`src/rtl/obi_data_demux.sv`:
```
// Purpose: routes one OBI data port to NT address-decoded targets; unmapped accesses get an error response.
// Latency: zero added latency on request and on response; the error response comes one cycle after its grant.
// Backpressure: a request stalls while the outstanding count is at MAX_OUT, while a different target still owes
//   responses, or while an error response is pending. Ports: core side req/gnt/addr/we/be/wdata and
//   rvalid/rdata/err; per-target tgt_req/tgt_gnt/tgt_rvalid/tgt_rdata; broadcast addr/we/be/wdata;
//   status outstanding_o and sticky proto_err_o.
module obi_data_demux #(
    parameter int unsigned       NT       = 4,
    parameter logic [NT*32-1:0]  TGT_BASE = {32'h80000000, 32'h00110000, 32'h00140000, 32'h00001000},
    parameter logic [NT*32-1:0]  TGT_SIZE = {32'h00001000, 32'h00030000, 32'h00030000, 32'h000FF000},
    parameter int unsigned       MAX_OUT  = 2
) (
    input  logic             clk_i,
    input  logic             rst_ni,
    // core side
    input  logic             req_i,
    output logic             gnt_o,
    input  logic [31:0]      addr_i,
    input  logic             we_i,
    input  logic [3:0]       be_i,
    input  logic [31:0]      wdata_i,
    output logic             rvalid_o,
    output logic [31:0]      rdata_o,
    output logic             err_o,
    // target side
    output logic [NT-1:0]    tgt_req_o,
    output logic [31:0]      tgt_addr_o,
    output logic             tgt_we_o,
    output logic [3:0]       tgt_be_o,
    output logic [31:0]      tgt_wdata_o,
    input  logic [NT-1:0]    tgt_gnt_i,
    input  logic [NT-1:0]    tgt_rvalid_i,
    input  logic [NT*32-1:0] tgt_rdata_i,
    // status
    output logic [3:0]       outstanding_o,
    output logic             proto_err_o
);

    // Selector needs one extra code for the internal error sink (sel == NT).
    localparam int unsigned SELW = $clog2(NT + 1);
    localparam logic [SELW-1:0] SEL_ERR = SELW'(NT);

    logic [SELW-1:0] sel;
    logic [SELW-1:0] cur_tgt;
    logic [3:0]      cnt;
    logic            err_pend;
    logic            proto_err_q;

    logic            stall;
    logic            gnt_sel;
    logic            rv_cur;
    logic [31:0]     rdata_cur;
    logic            multi_rv;
    logic            good_rsp;
    logic            accept;
    logic            proto_set;
    logic [3:0]      cnt_nxt;

    // Address decode; walking from the top index down lets the lowest index win on overlap.
    always_comb begin
        sel = SEL_ERR;
        for (int k = NT - 1; k >= 0; k--) begin
            if ((addr_i >= TGT_BASE[k*32 +: 32]) &&
                ((addr_i - TGT_BASE[k*32 +: 32]) < TGT_SIZE[k*32 +: 32])) begin
                sel = SELW'(k);
            end
        end
    end

    // Per-index muxing written as loops so sel/cur_tgt == NT never indexes out of range.
    always_comb begin
        gnt_sel   = 1'b0;
        rv_cur    = 1'b0;
        rdata_cur = 32'h0;
        for (int k = 0; k < NT; k++) begin
            if (sel == SELW'(k)) begin
                gnt_sel = tgt_gnt_i[k];
            end
            if (cur_tgt == SELW'(k)) begin
                rv_cur    = tgt_rvalid_i[k];
                rdata_cur = tgt_rdata_i[k*32 +: 32];
            end
        end
    end

    // Stall uses only registered state and the decode, so tgt_rvalid_i never reaches gnt_o.
    always_comb begin
        stall = req_i & ((cnt == 4'(MAX_OUT)) ||
                         ((cnt != 4'd0) && (sel != cur_tgt)) ||
                         ((sel == SEL_ERR) && (cnt != 4'd0)) ||
                         err_pend);
    end

    // Reset also masks the combinational handshakes so every control output reads 0 during reset.
    always_comb begin
        tgt_req_o = '0;
        for (int k = 0; k < NT; k++) begin
            tgt_req_o[k] = rst_ni & req_i & ~stall & (sel == SELW'(k));
        end
        gnt_o = rst_ni & req_i & ~stall & ((sel == SEL_ERR) ? 1'b1 : gnt_sel);
    end

    assign tgt_addr_o  = addr_i;
    assign tgt_we_o    = we_i;
    assign tgt_be_o    = be_i;
    assign tgt_wdata_o = wdata_i;

    assign accept = req_i & gnt_o;

    // A target response is legal only from the owning target, with something outstanding to it,
    // and alone on the bus. Anything else is flagged and dropped.
    assign multi_rv  = ($countones(tgt_rvalid_i) > 1);
    assign good_rsp  = (cnt != 4'd0) & ~err_pend & rv_cur & ~multi_rv;
    assign proto_set = (|tgt_rvalid_i) & ~good_rsp;

    assign rvalid_o = err_pend | good_rsp;
    assign err_o    = err_pend;
    assign rdata_o  = good_rsp ? rdata_cur : 32'h0;

    always_comb begin
        cnt_nxt = cnt;
        case ({accept, rvalid_o})
            2'b10:   cnt_nxt = cnt + 4'd1;
            2'b01:   cnt_nxt = cnt - 4'd1;
            default: cnt_nxt = cnt;
        endcase
    end

    always_ff @(posedge clk_i or negedge rst_ni) begin
        if (!rst_ni) begin
            cnt         <= 4'd0;
            cur_tgt     <= '0;
            err_pend    <= 1'b0;
            proto_err_q <= 1'b0;
        end else begin
            cnt <= cnt_nxt;
            // An error accept parks cur_tgt on the sink code so any stray target response is flagged.
            if (accept) begin
                cur_tgt <= sel;
            end
            // Stall holds off new accepts while err_pend is set, so it lives exactly one cycle.
            err_pend <= accept & (sel == SEL_ERR);
            if (proto_set) begin
                proto_err_q <= 1'b1;
            end
        end
    end

    assign outstanding_o = cnt;
    assign proto_err_o   = proto_err_q;

endmodule
```
`config.mk`:
```
export PLATFORM = sky130hd
export DESIGN_NAME = obi_data_demux
export DESIGN_NICKNAME = d
export VERILOG_FILES = /design/src/rtl/obi_data_demux.sv
export SDC_FILE = /design/constraint.sdc
export NUM_CORES = 1
export LEC_CHECK = 0
export CAP_MARGIN = 20
export CORE_AREA = 2 2 124 126
export DETAILED_ROUTE_END_ITERATION = 8
export DIE_AREA = 0 0 126 128
export HOLD_SLACK_MARGIN = 0.03
export RECOVER_POWER = 50
export REMOVE_ABC_BUFFERS = 1
export SYNTH_ARGS = -nofsm -noshare
export SYNTH_HDL_FRONTEND = slang
export SYNTH_SLANG_ARGS = --single-unit
export TNS_END_PERCENT = 100
```
`constraint.sdc`:
```
create_clock -name clk_i -period 7.5 [get_ports clk_i]
set_input_delay 0.75 -clock clk_i [delete_from_list [all_inputs] [get_ports clk_i]]
set_output_delay 0.75 -clock clk_i [all_outputs]
set_load 0.02 [all_outputs]
```
# == Word level (Yosys, flattened, before mapping) ==
# Cells that the tools add are included.
# word_totals
register_bits,9
input_bits,208
word_cells,85
# op_classes
n_reduce_logical,14
bitwise_logic,19
n_lt_le_gt_ge,9
muxes,19
n_eq_ne,11
addsub,9
# op_table
op,count
32-bit two-way mux,5
32-bit by 21-bit >= comparator with 1-bit output (second input constant),2
32-bit by 18-bit < comparator with 1-bit output (second input constant),2
32-bit by 21-bit subtractor with 32-bit output (second input constant),2
32-bit by 13-bit >= comparator with 1-bit output (second input constant),1
32-bit >= comparator (second input constant),1
32-bit by 13-bit < comparator with 1-bit output (second input constant),1
32-bit by 20-bit < comparator with 1-bit output (second input constant),1
32-bit by 13-bit subtractor with 32-bit output (second input constant),1
32-bit subtractor (second input constant),1
1-bit AND,14
3-bit by 2-bit equality test with 1-bit output (second input constant),4
3-bit two-way mux,4
1-bit two-way mux,9
4-bit case mux with 2 select lines,1
3-bit by 1-bit equality test with 1-bit output (second input constant),2
1-bit logical AND,6
3-bit logical NOT,2
1-bit by 1-bit adder with 2-bit output,2
4-bit by 1-bit adder with 4-bit output (second input constant),1
4-bit by 2-bit equality test with 1-bit output (second input constant),1
1-bit inverter,4
4-bit nonzero test,1
4-bit OR reduction,1
other kinds (10),12

# == Longest topological paths before layout ==
# Gate-level depths: netlist (run 1).
# logic_depth
word_depth,19
depth_mapped,15
depth_no_buf,14

# == Worst setup path after synthesis (run 1) ==
# No wires, ideal clock.
# synth_timing
kind,input port to flip-flop
startpoint,input tgt_rvalid_i[0]
endpoint,"register cnt[3], in the netlist outstanding_o[3]"
arrival_time_ps,3450
t_required_ps,7369
cell_stages,15
slack_ps,3919
setup_ps,131
path_cell_list,inv_1 > fa_1 > nand2b_1 > o2111ai_1 > a21oi_1 > o21ai_1 > clkbuf_1 > nand2_1 > ha_1 > ha_1 > a21o_1 > a21oi_1 > xnor2_1 > nor2_1 > xor2_1
# synth_via
elab_chain_len,9
elab_cells_between_ends,15
cone_classes,add/sub (2); order compare (1); eq/ne (2); mux (5); bitwise (4); reduce/logical (1)
# synth_rtl
element,line_no,rtl
"start, declared",32,"input logic [NT-1:0] tgt_rvalid_i,"
branches (longest 5 deep; another with 2-bit by 2-bit adder with 3-bit output),-,
1-bit AND *,113,assign good_rsp = (cnt != 4'd0) & ~err_pend & rv_cur & ~multi_rv;
1-bit bitwise OR *,116,assign rvalid_o = err_pend | good_rsp;
via rvalid_o,22,"output logic rvalid_o,"
2-bit by 1-bit equality test with 1-bit output / 2-bit equality test (equally long branches),122,"case ({accept, rvalid_o})"
4-bit case mux with 2 select lines / 2-bit nonzero test (equally long branches),-,
"end signal, assigned",136,cnt <= cnt_nxt;
"end, declared",45,logic [3:0] cnt;
# Mark *: on every way through the listed nets, which the timed path passes.
# A chain may end at the register's enable or synchronous reset.

# == Worst setup path in the final report (run 1) ==
# layout_timing
startpoint,input tgt_rvalid_i[1]
endpoint,output rdata_o[20]
# layout_via
elab_chain_len,6
elab_cells_between_ends,10
cone_classes,add/sub (2); order compare (1); mux (4); bitwise (3)
# layout_rtl
element,line_no,rtl
1-bit by 1-bit adder with 2-bit output (implied by the code) / 1-bit two-way mux (equally long branches),"112, 79",
2-bit by 2-bit adder with 3-bit output (implied by the code) / 1-bit two-way mux (equally long branches),"112, 79",
3-bit by 1-bit greater-than comparator with 1-bit output / 1-bit two-way mux (equally long branches),"112, 79",
1-bit inverter / 1-bit AND (equally long branches),113,
1-bit AND *,113,
32-bit two-way mux *,118,assign rdata_o = good_rsp ? rdata_cur : 32'h0;
"end, declared",23,"output logic [31:0] rdata_o,"
# Mark *: on every way between the ends. The rest lies on a longest branch, timed or not.

==> results of run 1 <==
[worst paths after layout]
path	to	start	slack (ns)	cells after the start
setup reg to reg	outstanding_o[3]$_DFFE_PN0P_	outstanding_o[0]$_DFFE_PN0P_	4.30	13
max in group asynchronous	cur_tgt[1]$_DFFE_PN0P_	rst_ni	6.27	1
hold / removal	proto_err_o$_DFFE_PN0P_	proto_err_o$_DFFE_PN0P_	0.47	1
min in group asynchronous	outstanding_o[0]$_DFFE_PN0P_	rst_ni	0.90	1
setup / recovery	rdata_o[20]	tgt_rvalid_i[1]	3.14	10
hold reg to reg	proto_err_o$_DFFE_PN0P_	proto_err_o$_DFFE_PN0P_	0.47	1
[cell usage after synthesis (2+ instances only)]
cell type and count:
buf_4 69, or2_2 3, nor4_1 3, nor3b_1 2
or3_1 2, xnor2_1 2, o22ai_1 15, buf_1 3
dfrtp_1 9, nor3_1 5, a21o_1 4, clkbuf_1 14
inv_1 8, nor4b_1 2, nand2b_1 2, mux2_4 2
and3_1 3, nand2_1 13, nand3_1 5, nor2b_1 33
ha_1 4, o211ai_2 2, xor2_1 2, o2111ai_1 3
fa_1 2, mux4_2 18, a211oi_1 28, o21ai_0 5
mux2i_1 2, nor2_1 13, a21oi_1 5
[through the flow]
step                hold WS, ns  worst slack [ns]  std cells
detailed placement       0.4760             3.174        627
global placement         0.4790             3.244        627
global route             0.5126             2.902        631
finish                   0.4657             3.145        631
CTS                      0.4846             3.157        631
floorplan                0.4544             2.545        213
[routing by layer]
metal,vias to the layer above,GRT usage [%],share of wire [%]
met5,-,5.263,0.41
met4,2,2.004,0.41
met3,6,6.886,14
met2,243,21.98,46
met1,1383,15.96,39
li1,1336,-,-
[power by group]
part	internal, W	total, W	leakage, nW	switching (W)
clock	0.0000712	0.0000957	0.0382	0.0000245
sequential	0.0000638	0.0000794	0.106	0.0000156
combinational	0.000187	0.000338	1.40	0.000151
total	0.000322	0.000513	1.54	0.000191
[final cells by class]
cell class / count / area [sq um] / area share (%)
Inverter: 8 / 30.03 / 0.6680
Multi-Input combinational cell: 196 / 1672 / 37.18
Timing Repair Buffer: 226 / 2252 / 50.10
Tap cell: 188 / 235.2 / 5.232
Sequential cell: 9 / 227.7 / 5.065
Clock buffer: 4 / 78.83 / 1.753
[flip-flops by register name, summed over array words and instances (netlist names)]
name           cells
cur_tgt            3
outstanding_o      4
proto_err_o        1
err_o              1
[cell families after synthesis]
| family | synth area share (%) |
|---|---|
| AOI/OAI and AO/OA | 20.61 |
| adders and majority gates | 3.584 |
| buffers and inverters | 24.54 |
| DFF | 8.960 |
| and+or+nand+nor | 22.80 |
| muxes | 18.12 |
| xor gates and xnor gates | 1.394 |
==> metrics.csv, run 1 <==
metric;value;unit
outcome;finished clean;
antenna_found_initial;0;
avgRoutedWirePerCell;18.63;um
grtUsageTotal;13.52;%
layout_common_cells;clkdlybuf4s50_1, nor2b_1, a211oi_1, mux4_2, o22ai_1;
syn_avg_cell_area;8.379;sq um
num_rows;45;
async_flop_share;100.0;%
worst_pin_slew;0.7331;ns
cp-end-kind;primary output;
vias;2970;
postCtsResizedCells;0;
wl;11750;um
n_fill_cell;1552;
final_util;30.24;%
cts.sinks;9;
grt_setup_unrepaired;no;
viasPerCell;4.707;
cp_slowest_cell;clkdlybuf4s50_1;
cts-hold-fix-buffers;0;
path_buf_inv;4;
layout_worst_path_cycle_share;58.07;%
crit_top_cell;clkdlybuf4s50_1;
hp-class;flip-flop to flip-flop;
io_pins;321;
yosysUniqueCellTypes;48;
clock_latency;0.24;ns
first_global_vias;3075;
cpPeakStageDelay;0.66;ns
first_pass_iters;7;
dieArea;16130;sq um
io_buffer_count;222;
clock_skew;0.001052;ns
clkTransAtPathRegs;0.04;ns
ys_warn_count;0;
synth_top_area_share;20.61;%
cp_top_family;buffers and inverters;
route.detailed.drc;0;
grt_max_degree;68;
setup_viol;0;
synthCells;300;
grt_pass1_wl;17320;um
first_iter_violations;127;
cp-start-kind;primary input;
relSlewSlack;51.13;%
synth_ff_type;dfrtp_1;
hpwl;9542;um
start_util;16.91;%
fmax;0.2296;GHz
cts_tree;done;
crit_fanout;32;
yosys-top-cells-area;buf_4, mux4_2, dfrtp_1, a211oi_1, nor2b_1;
place_area;4420;sq um
drive_above_1_share;9.481;%
p_total;0.0005129;W
synth_edf_count;0;
core-area;14860;sq um
finalSetupTns;0;ns
design_area;4496;sq um
diodes;0;
cts_root_buffer;clkbuf_16;
criticalPathCategory;primary input to primary output;
synth_top_cell_by_area;buf_4;
fin_crit;4.355;ns
layout_commonest_cell;clkdlybuf4s50_1;
irDropWorstVdd;0.00006365;V
htree_levels;1;
dieHeight;128;um
synth_seq_area_share;8.960;%
crit_required;6.75;ns
cp_cell_sequence;clkdlybuf4s50_1, inv_1, fa_1, nand2b_1, o2111ai_1, a21oi_1, o21ai_0, buf_4, a211oi_1, clkdlybuf4s50_1;
cts_setup_buffers;0;
drv_cap;0;
finalHoldViolCount;0;
nets;658;
syn_area;2514;sq um
leakage;1.540;nW
routabilityCongestion;0.8307;
p_per_area;114.1;nW/um^2
postRouteAntennaNets;0;
clockBufferDepth;2;
worstPathArrival;3.61;ns
syn2layout_area_growth;78.85;%
yosys_register_bits;9;
cts_buffers;3;
slew_viol_final;0;
die_w;126;um
grt_overflow;0;
(Power assumes the default switching activity.)
==> run 2, diff against run 1 <==
--- a/config.mk
+++ b/config.mk
@@ -6,9 +6,9 @@
 export NUM_CORES = 1
 export LEC_CHECK = 0
 export CAP_MARGIN = 20
-export CORE_AREA = 2 2 124 126
+export CORE_AREA = 2 2 126 128
 export DETAILED_ROUTE_END_ITERATION = 8
-export DIE_AREA = 0 0 126 128
+export DIE_AREA = 0 0 128 130
 export HOLD_SLACK_MARGIN = 0.03
 export RECOVER_POWER = 50
 export REMOVE_ABC_BUFFERS = 1
==> constraint.sdc (replaced) <==
create_clock -name clk_i -period 4 [get_ports clk_i]
set_input_delay 0.4 -clock clk_i [delete_from_list [all_inputs] [get_ports clk_i]]
set_output_delay 0.4 -clock clk_i [all_outputs]
set_load 0.02 [all_outputs]
==> metrics.csv, run 2 (synthesis results as in run 1) <==
metric;value;unit;change
grt_overflow;0;;unchanged
leakage;1.569;nW;was 1.540 nW
setup_viol;0;;unchanged
viasPerCell;4.626;;was 4.707
clock_skew;0.0007117;ns;was 0.001052 ns
worstPathArrival;3.25;ns;was 3.61 ns
cts_buffers;3;;unchanged
fin_crit;3.654;ns;
first_pass_iters;5;;was 7
finalSetupTns;0;ns;unchanged
design_area;4553;sq um;was 4496 sq um
grt_setup_unrepaired;no;;unchanged
criticalPathCategory;primary input to primary output;;unchanged
layout_worst_path_cycle_share;91.34;%;
vias;2965;;was 2,970
cts_tree;done;;unchanged
crit_required;3.60;ns;was 6.75 ns
core-area;15420;sq um;was 14,860 sq um
place_area;4463;sq um;was 4420 sq um
drive_above_1_share;10.69;%;was 9.481%
multi_input_area;1675;sq um;was 1672 sq um
holdWs;0.4713;ns;was 0.4657 ns
grtUsageTotal;13.02;%;was 13.52%
crit_fanout;10;;was 32
io_pins;321;;unchanged
relSlewSlack;65.37;%;was 51.13%
cts_setup_buffers;0;;unchanged
num_rows;46;;was 45
syn2layout_area_growth;81.14;%;was 78.85%
p_per_area;213.5;nW/um^2;was 114.1 nW/um^2
first_iter_violations;92;;was 127
die_w;128;um;was 126 um
cp-end-kind;primary output;;unchanged
cts_root_buffer;clkbuf_16;;unchanged
wl;12100;um;was 11,750 um
clkTransAtPathRegs;0.04;ns;about the same
cts-hold-fix-buffers;0;;unchanged
irDropWorstVdd;0.0001046;V;was 0.00006365 V
dpl.cell_count;636;;was 627
grt_pass1_wl;16870;um;was 17,320 um
outcome;finished clean;;unchanged
min_path_cells;1;;unchanged
clock_latency;0.23;ns;was 0.24 ns
htree_levels;1;;unchanged
crit_start;addr_i[23];;was tgt_rvalid_i[1]
antenna_found_initial;0;;unchanged
r2r_cells;13;;unchanged
start_util;16.30;%;was 16.91%
nets;664;;was 658
avgRoutedWirePerCell;18.87;um;was 18.63 um
route.detailed.drc;0;;unchanged
drv_cap;0;;unchanged
clockBufferDepth;2;;unchanged
regToRegStartpoint;outstanding_o[0]$_DFFE_PN0P_;;unchanged
postCtsResizedCells;0;;unchanged
worst_pin_slew;0.5189;ns;was 0.7331 ns
diodes;0;;unchanged
min_from;proto_err_o$_DFFE_PN0P_;;unchanged
postRouteAntennaNets;0;;unchanged
grt_max_degree;34;;was 68
n_fill_cell;1618;;was 1,552
final_cells;641;;was 631
cp-start-kind;primary input;;unchanged
largest_reg_flops;4;;unchanged
hpwl;10130;um;was 9542 um
fmax;0.2737;GHz;
finalHoldViolCount;0;;unchanged
hp-class;flip-flop to flip-flop;;unchanged
dieArea;16640;sq um;was 16,130 sq um
first_global_vias;2969;;was 3,075
routabilityCongestion;0.7851;;was 0.8307
layout_commonest_cell;clkdlybuf4s50_1;;unchanged
cts.sinks;9;;unchanged
slew_viol_final;0;;unchanged
io_buffer_count;222;;unchanged
dieHeight;130;um;was 128 um
seqCellArea;227.7;sq um;unchanged
p_total;0.0009720;W;was 0.0005129 W
layout_common_cells;clkdlybuf4s50_1, nor2b_1, a211oi_1, mux4_2, o22ai_1;;unchanged
[run 2: worst max-delay path, cell delays in order]
cell	delay, ns
clkdlybuf4s50_1	0.57
or4_1	0.54
a21oi_1	0.20
a21oi_1	0.06
or4b_2	0.66
nor2_1	0.19
clkdlybuf4s50_1	0.63
[run 2: cell type report]
class	count	share of cell area, %
tap	192	5.276
timing repair buffer	232	50.54
inverter	8	0.6595
clock buffer	4	1.731
multi-input combinational	196	36.80
sequential	9	5.001
[run 2: routing by layer]
layer  vias to the layer above  wire length [um]  global-route usage [%]
met5                         -               113                   5.000
met4                         4                35                   1.616
met3                         8              1661                   7.216
met2                       228              5634                   21.70
met1                      1376              4652                   14.75
li1                       1349                 -                       -
[run 2: per-stage QoR]
stage	setup slack, ns	util [%]
floorplan	-0.9554	-
global placement	0.2952	28.93
detailed placement	0.1629	28.93
CTS	0.3292	29.45
global route	0.1346	29.52
finish	0.3462	29.52
[run 2: worst paths after layout]
| path | endpoint | slack (ns) |
|---|---|---|
| setup / recovery | tgt_req_o[2] | 0.35 |
| min in group asynchronous | outstanding_o[3]$_DFFE_PN0P_ | 0.70 |
| hold / removal | proto_err_o$_DFFE_PN0P_ | 0.47 |
| setup reg to reg | outstanding_o[3]$_DFFE_PN0P_ | 0.69 |
| hold reg to reg | proto_err_o$_DFFE_PN0P_ | 0.47 |
| max in group asynchronous | cur_tgt[0]$_DFFE_PN0P_ | 2.93 |
[run 2: report_power, final]
part           internal, W  switching [W]  leakage (nW)  total [W]
logic             0.000359       0.000286          1.42   0.000645
clock network     0.000133      0.0000408        0.0382   0.000174
registers         0.000120      0.0000338         0.106   0.000153
total             0.000612       0.000361          1.57   0.000972
==> run 3, diff against run 2 <==
--- a/config.mk
+++ b/config.mk
@@ -11,7 +11,6 @@
 export DIE_AREA = 0 0 128 130
 export HOLD_SLACK_MARGIN = 0.03
 export RECOVER_POWER = 50
-export REMOVE_ABC_BUFFERS = 1
 export SYNTH_ARGS = -nofsm -noshare
 export SYNTH_HDL_FRONTEND = slang
 export SYNTH_SLANG_ARGS = --single-unit
==> metrics.csv, run 3 (synthesis results as in run 1) <==
metric;value;unit;change
outcome;finished clean;;unchanged
wl;10700;um;was 12,100 um
io_buffer_count;222;;unchanged
holdWs;0.4702;ns;was 0.4713 ns
slew_viol_final;0;;unchanged
irDropWorstVdd;0.00009991;V;was 0.0001046 V
avgRoutedWirePerCell;16.72;um;was 18.87 um
setup_viol;0;;unchanged
grt_max_degree;49;;was 34
first_pass_iters;4;;was 5
p_total;0.0009741;W;was 0.0009720 W
leakage;1.559;nW;was 1.569 nW
cts_setup_buffers;0;;unchanged
cts-hold-fix-buffers;0;;unchanged
multi_input_area;1675;sq um;unchanged
cp-start-kind;primary input;;unchanged
layout_commonest_cell;clkdlybuf4s50_1;;unchanged
dieArea;16640;sq um;unchanged
crit_fanout;8;;was 10
first_iter_violations;99;;was 92
first_global_vias;2842;;was 2,969
core-area;15420;sq um;unchanged
cts_root_buffer;clkbuf_16;;unchanged
regToRegStartpoint;outstanding_o[0]$_DFFE_PN0P_;;unchanged
htree_levels;1;;unchanged
antenna_found_initial;1;;was 0
p_per_area;214.5;nW/um^2;was 213.5 nW/um^2
drv_cap;0;;unchanged
drive_above_1_share;10.29;%;was 10.69%
worst_pin_slew;0.5471;ns;was 0.5189 ns
cp-end-kind;primary output;;unchanged
finalHoldViolCount;0;;unchanged
worst_r2r_endpoint;outstanding_o[3]$_DFFE_PN0P_;;unchanged
final_cells;640;;was 641
cp-endpoint;tgt_req_o[3];;was tgt_req_o[2]
largest_reg_flops;4;;unchanged
postRouteAntennaNets;0;;unchanged
seqCellArea;227.7;sq um;unchanged
clock_latency;0.23;ns;about the same
fmax;0.2759;GHz;was 0.2737 GHz
hpwl;9216;um;was 10,130 um
crit_required;3.60;ns;about the same
route.detailed.drc;0;;unchanged
layout_worst_path_cycle_share;90.63;%;was 91.34%
grt_overflow;0;;unchanged
layout_common_cells;clkdlybuf4s50_1, nor2b_1, a211oi_1, mux4_2, o22ai_1;;unchanged
finalSetupTns;0;ns;unchanged
cts_buffers;3;;unchanged
criticalPathCategory;primary input to primary output;;unchanged
grt_setup_unrepaired;no;;unchanged
synth_fp_nets;514;;
syn2layout_area_growth;80.64;%;was 81.14%
nets;662;;was 664
postCtsResizedCells;0;;unchanged
grtUsageTotal;11.37;%;was 13.02%
grt_pass1_wl;15120;um;was 16,870 um
fin_crit;3.625;ns;was 3.654 ns
dieHeight;130;um;unchanged
num_rows;46;;unchanged
worstPathArrival;3.23;ns;was 3.25 ns
viasPerCell;4.469;;was 4.626
io_pins;321;;unchanged
n_fill_cell;1602;;was 1,618
r2r_cells;13;;unchanged
clockBufferDepth;2;;unchanged
die_w;128;um;unchanged
dpl.cell_count;634;;was 636
relSlewSlack;63.53;%;was 65.37%
cts.sinks;9;;unchanged
hp-class;flip-flop to flip-flop;;unchanged
vias;2860;;was 2,965
clock_skew;0.004759;ns;was 0.0007117 ns
routabilityCongestion;0.8229;;was 0.7851
rrSetupSlack;0.73;ns;was 0.69 ns
clkTransAtPathRegs;0.04;ns;about the same
start_util;16.30;%;unchanged
cts_tree;done;;unchanged
crit_start;addr_i[22];;was addr_i[23]
## run 3: cell count changes in the layout (fill, tap and decap cells not counted)
cell	previous run	this run
buf_4	8	6
diode_2	0	1
## run 3: where the power goes
group,internal [W],total [W],switching (W)
clock,0.000133,0.000174,0.0000413
combinational,0.000359,0.000648,0.000289
sequential,0.000120,0.000152,0.0000323
total,0.000611,0.000974,0.000363
## run 3: metal layers
layer | vias up | part of all wire (%) | GRT usage, %
met2 | 170 | 51 | 21.14
met5 | - | 0 | 0
met3 | 14 | 8.7 | 2.747
met4 | 0 | 2.0 | 3.426
met1 | 1327 | 39 | 12.91
li1 | 1349 | - | -
## run 3: critical path: stages
cell and delay (ns):
clkdlybuf4s50_1 0.59, nor3_1 0.31, nand3_1 0.18, a2111oi_4 0.50, nor2_1 0.10, o211ai_2 0.22, nand2_1 0.12, nor2_1 0.15
clkdlybuf4s50_1 0.64
## run 3: stage by stage
stage / util, % / setup WS, ns / instance area (sq um)
after floorplan: - / 0.7692 / 2514
after global placement: 28.84 / 0.3102 / 4448
after detailed placement: 28.84 / 0.1349 / 4448
after CTS: 29.35 / 0.2996 / 4527
after global routing: 29.44 / 0.08500 / 4541
final: 29.44 / 0.3750 / 4541
## run 3: how the worst min path moves through the flow
stage / start / endpoint / slack [ns] / cells past startpoint
final: proto_err_o$_DFFE_PN0P_ / proto_err_o$_DFFE_PN0P_ / 0.47 / 1
after global placement: proto_err_o$_DFFE_PN0P_ / proto_err_o$_DFFE_PN0P_ / 0.48 / 1
after detailed placement: proto_err_o$_DFFE_PN0P_ / proto_err_o$_DFFE_PN0P_ / 0.47 / 1
after global routing: proto_err_o$_DFFE_PN0P_ / proto_err_o$_DFFE_PN0P_ / 0.50 / 1
after floorplan: rst_ni / cur_tgt[0]$_DFFE_PN0P_ / 0.10 / 0
after CTS: proto_err_o$_DFFE_PN0P_ / proto_err_o$_DFFE_PN0P_ / 0.48 / 1
## run 3: final cells by class
type | count | area share (%)
timing repair buffer | 230 | 50.34
multi-input combinational | 196 | 36.90
tap | 192 | 5.291
sequential | 9 | 5.015
clock buffer | 4 | 1.736
inverter | 8 | 0.6613
antenna | 1 | 0.05511
